$ cat src/rtl/ama_riscv_csr.sv
// rtl/ama_riscv_csr.sv - EX-stage CSR responder: mscratch, tohost, cycle/time/instret counters
// Counters are built only with `define CSR_COUNTERS_EN; otherwise counter CSRs read 0.
module ama_riscv_csr #(
  parameter logic [11:0] TOHOST_ADDR   = 12'h51E,
  parameter logic [11:0] MSCRATCH_ADDR = 12'h340
) (
  input  logic        clk,
  input  logic        rst,
  input  logic        clear,
  input  logic        csr_en,
  input  logic        csr_we,
  input  logic        csr_ui,
  input  logic [1:0]  csr_op_sel,
  input  logic [11:0] csr_addr,
  input  logic [31:0] rs1_data,
  input  logic [4:0]  uimm,
  input  logic        inst_retired,
  output logic [31:0] csr_rdata,
  output logic [31:0] tohost,
  output logic        illegal_csr
);

  localparam logic [11:0] CYCLE_ADDR    = 12'hC00;
  localparam logic [11:0] TIME_ADDR     = 12'hC01;
  localparam logic [11:0] INSTRET_ADDR  = 12'hC02;
  localparam logic [11:0] CYCLEH_ADDR   = 12'hC80;
  localparam logic [11:0] TIMEH_ADDR    = 12'hC81;
  localparam logic [11:0] INSTRETH_ADDR = 12'hC82;

  localparam logic [1:0] OP_ASSIGN = 2'b01;
  localparam logic [1:0] OP_SET    = 2'b10;
  localparam logic [1:0] OP_CLEAR  = 2'b11;

  logic [31:0] mscratch;
  logic [31:0] cycle_lo, cycle_hi, instret_lo, instret_hi;

  logic        accept;
  logic [31:0] operand;
  logic [31:0] old_val;
  logic [31:0] new_val;
  logic        addr_hit;
  logic        addr_ro;
  logic        wr_en;
  logic        illegal_next;

`ifdef CSR_COUNTERS_EN
  logic [63:0] cycle_cnt;
  logic [63:0] instret_cnt;

  // Full 64-bit adders: the low-to-high carry lands in the same edge.
  always_ff @(posedge clk) begin
    if (rst) begin
      cycle_cnt   <= '0;
      instret_cnt <= '0;
    end else begin
      cycle_cnt <= cycle_cnt + 64'd1;
      if (inst_retired) instret_cnt <= instret_cnt + 64'd1;
    end
  end

  assign cycle_lo   = cycle_cnt[31:0];
  assign cycle_hi   = cycle_cnt[63:32];
  assign instret_lo = instret_cnt[31:0];
  assign instret_hi = instret_cnt[63:32];
`else
  logic unused_inst_retired;
  assign unused_inst_retired = inst_retired;

  assign cycle_lo   = '0;
  assign cycle_hi   = '0;
  assign instret_lo = '0;
  assign instret_hi = '0;
`endif

  assign accept  = csr_en && !clear && !rst;
  assign operand = csr_ui ? {27'b0, uimm} : rs1_data;

  // Address decode; counter addresses stay mapped (read-only) even when counters are absent.
  always_comb begin
    old_val  = '0;
    addr_hit = 1'b1;
    addr_ro  = 1'b0;
    case (csr_addr)
      MSCRATCH_ADDR: old_val = mscratch;
      TOHOST_ADDR:   old_val = tohost;
      CYCLE_ADDR, TIME_ADDR: begin
        old_val = cycle_lo;
        addr_ro = 1'b1;
      end
      CYCLEH_ADDR, TIMEH_ADDR: begin
        old_val = cycle_hi;
        addr_ro = 1'b1;
      end
      INSTRET_ADDR: begin
        old_val = instret_lo;
        addr_ro = 1'b1;
      end
      INSTRETH_ADDR: begin
        old_val = instret_hi;
        addr_ro = 1'b1;
      end
      default: addr_hit = 1'b0;
    endcase
  end

  always_comb begin
    new_val = old_val;
    case (csr_op_sel)
      OP_ASSIGN: new_val = operand;
      OP_SET:    new_val = old_val | operand;
      OP_CLEAR:  new_val = old_val & ~operand;
      default:   new_val = old_val;
    endcase
  end

  assign wr_en        = accept && csr_we && addr_hit && !addr_ro && (csr_op_sel != 2'b00);
  assign illegal_next = accept && (!addr_hit || (addr_ro && csr_we));

  always_ff @(posedge clk) begin
    if (rst) begin
      mscratch <= '0;
      tohost   <= '0;
    end else if (wr_en) begin
      if (csr_addr == MSCRATCH_ADDR) mscratch <= new_val;
      else if (csr_addr == TOHOST_ADDR) tohost <= new_val;
    end
  end

  // Read data is the pre-edge value; unmapped or suppressed requests return 0.
  always_ff @(posedge clk) begin
    if (rst) begin
      csr_rdata   <= '0;
      illegal_csr <= 1'b0;
    end else begin
      csr_rdata   <= (accept && addr_hit) ? old_val : 32'h0;
      illegal_csr <= illegal_next;
    end
  end

endmodule

$ cat config.mk
export PLATFORM = sky130hd
export DESIGN_NAME = ama_riscv_csr
export DESIGN_NICKNAME = d
export VERILOG_FILES = /design/src/rtl/ama_riscv_csr.sv
export SDC_FILE = /design/constraint.sdc
export NUM_CORES = 1
export LEC_CHECK = 0
export ABC_AREA = 1
export ABC_CLOCK_PERIOD_IN_PS = 1800
export CORE_MARGIN = 1
export CORE_UTILIZATION = 45
export CTS_CLUSTER_DIAMETER = 60
export CTS_CLUSTER_SIZE = 25
export DETAILED_ROUTE_END_ITERATION = 6
export GPL_ROUTABILITY_DRIVEN = 0
export GPL_TIMING_DRIVEN = 0
export PLACE_DENSITY_LB_ADDON = 0.05
export SLEW_MARGIN = 20
export SYNTH_ARGS = -nofsm -noshare
export SYNTH_HDL_FRONTEND = slang
export SYNTH_SLANG_ARGS = --single-unit
$ cat constraint.sdc
create_clock -name clk -period 1.8 [get_ports clk]
set_clock_uncertainty 0.15 [all_clocks]
set_input_delay 0.18 -clock clk [delete_from_list [all_inputs] [get_ports clk]]
set_output_delay 0.18 -clock clk [all_outputs]
set_load 0.05 [all_outputs]
==> impl_metrics.py <==
metrics = {
    "cells_and_area": {
        "final_core_utilization_pct": 65.7,
        "nNetsFinal": 1071,
        "filler_cell_count": 1067,
        "antenna_cells": 0,
        "area_growth_pct": 40.0,
        "drive_gt1_share_pct": 9.15,
    },
    "synthesis": {
        "synth_area_per_cell_sq_um": 5.95,
        "yosys-top-cells-area": "dfxtp_1, nand2_1, nor2_1",
        "synth_edf_count": 0,
        "synth_area_sq_mm": 0.00516,
        "yosys_warnings": 0,
        "synth_common_cells": "nand2_1, nor2_1, inv_1",
        "ys_async_sr_fraction_pct": 0,
        "synth_top_cell_by_area": "dfxtp_1",
        "synth.most_common_cell": "nand2_1",
        "synthCells": 867,
        "synth-seq-cells": 97,
        "synth_top_area_share_pct": 37.7,
        "synth_nets": 925,
        "synthDistinctLibCells": 23,
        "ys.flop_type": "dfxtp_1",
        "yosysSeqAreaShare_pct": 37.7,
    },
    "floorplanning": {
        "ios": 123,
        "die_h_microns": 109,
        "rows": 38,
        "start_util_pct": 46.9,
        "core_area_sq_mm": 0.0110,
        "dieArea_sq_mm": 0.0119,
        "die_x_microns": 109,
    },
    "clocking": {
        "holdBufCountCts": 0,
        "root_buffer": "clkbuf_16",
        "clk-insertion-delay-late_ns": 0.35,
        "cts_max_level": 3,
        "cts_made_buffers": 9,
        "path_clk_slew_ns": 0.06,
        "clockBufferDepth": 2,
        "cts_tree": "done",
        "clkSinkCount": 97,
    },
    "global_route": {
        "grt_max_degree": 14,
        "grt_pass1_vias": 5065,
        "overflow": 0,
        "antenna_found_initial": 0,
        "grt_pass1_wl_microns": 24900,
        "track_usage_pct": 27.1,
    },
    "timing": {
        "tightest_slew_ns": 0.617,
        "finalSetupViolations": 0,
        "finalHoldViolCount": 0,
        "fin_setup_tns_ns": 0,
        "max_freq_mhz": 571,
        "period_share_pct": 97.4,
        "slew_viol_final": 0,
        "relSlewSlack_pct": 58.9,
        "layout_min_cycle_time_ns": 1.75,
    },
    "power_and_ir_drop": {
        "vdd_ir_drop_max_mv": 0.488,
        "p_switching_mw": 1.07,
        "sw_frac_of_total_pct": 24.7,
        "p_comb_share_pct": 10.8,
        "seqPwrFrac_pct": 49.6,
        "p_int_mw": 3.26,
        "power_density_mw_per_mm2": 600,
        "clock_power_share_pct": 39.7,
        "power.leakage_nw": 4.44,
    },
    "run_status": {
        "status": "finished, final reports clean",
    },
    "detailed_routing": {
        "ant_nets": 0,
        "drt_iter0_drc": 398,
        "drc": 0,
        "viasPerCell": 4.87,
        "vias": 5627,
        "wirelength_microns": 15900,
        "dr.pass1.iters": 4,
        "wl_per_cell_microns": 13.8,
    },
    "critical_path": {
        "critical_path_class": "in2reg",
        "startpoint_type": "primary input",
        "path_max_fanout": 10,
        "endpoint_kind": "flip-flop",
        "crit_required_ns": 1.87,
        "crit_arrival_ns": 1.82,
    },
    "place": {
        "io_buffers": 120,
        "dp_hpwl_microns": 10500,
    },
    "worst_hold_path": {
        "hp-class": "in2reg",
    },
    "flow_run": {
        "cap_violations": 0,
    },
}
==> state kept, by name, indices dropped and copies added, names as in the netlist <==
name and flops:
csr_rdata 32, illegal_csr 1, mscratch 32, tohost 32
==> logic make-up (layout without fill, tap and decap cells) <==
kind of cell | after synthesis | after routing | synth area share (%)
and+or+nand+nor | 533 | 534 | 42.2
xor gates and xnor gates | 1 | 1 | 0.170
DFF | 97 | 97 | 37.7
buffers and inverters | 164 | 312 | 12.9
AOI/OAI and AO/OA | 72 | 72 | 7.04
==> critical path: stages <==
cell             delay, ns
clkdlybuf4s50_1       0.48
nor2_1                0.04
nand2_1               0.12
inv_4                 0.08
buf_4                 0.14
nand2_2               0.06
nand2_1               0.11
o21ai_4               0.27
buf_4                 0.25
a21oi_1               0.09
==> per-layer routing <==
metal / GRT usage [%] / wire length, microns / vias to the layer above
met4: 6.85 / 206 / 0
met5: 0 / 0 / -
met2: 45.6 / 7570 / 198
li1: - / - / 2939
met3: 5.02 / 1020 / 15
met1: 35.4 / 7130 / 2475
==> area by class of cell <==
class	count	area (sq um)	share of cell area (%)
multi-input combinational	607	2660	36.9
sequential	97	1940	26.9
timing repair buffer	135	1430	19.8
inverter	114	430	5.96
buffer	49	334	4.63
clock buffer	13	240	3.33
tap	140	175	2.43
clock inverter	1	5.00	0.0693
==> layout by cell type, fill, tap and decap left out, types with 34 or more instances in the layout <==
master,synthesis,layout
nor2_1,168,163
inv_1,107,107
nand3_1,38,36
dfxtp_1,97,97
dlygate4sd2_1,0,35
dlymetal6s2s_1,0,41
clkdlybuf4s50_1,0,44
nand2_1,285,279
nand4_1,34,34
o21ai_0,37,37
==> power groups by stage <==
stage	Clock, mW	Sequential, mW	Combinational, mW
finish	1.72	2.15	0.466
global route	1.82	2.15	0.511
CTS	1.73	2.15	0.439
detailed placement	0	2.20	0.429
global placement	0	2.20	0.428
floorplan	0	2.20	0.215
==> what timing repair did <==
item,CTS,global route
endpoints found under the setup margin,127,124
gates resized for setup,55,105
setup buffers,7,5
gates cloned,0,4
pin swaps,4,12
==> final timing paths <==
path                startpoint       endpoint  slack [ns]  cells after the start
hold / removal     csr_addr[6]    illegal_csr        0.20                      6
hold reg to reg   mscratch[11]   mscratch[11]        0.37                      4
setup / recovery   csr_addr[2]  csr_rdata[30]        0.05                     10
setup reg to reg     tohost[2]      tohost[2]        0.70                      6
==> through the flow <==
stage / total power, mW / hold slack [ns] / cells / area [sq um] / worst slack [ns]
after floorplan: 2.41 / 0.201 / 867 / 5160 / 0.410
after global placement: 2.62 / 0.352 / 1127 / 6530 / -0.511
after detailed placement: 2.62 / 0.357 / 1127 / 6530 / -0.556
after CTS: 4.32 / 0.303 / 1148 / 6850 / 0.00612
after global routing: 4.47 / 0.246 / 1156 / 7220 / -0.0466
final: 4.33 / 0.204 / 1156 / 7220 / 0.0472
(Power assumes the default switching activity.)
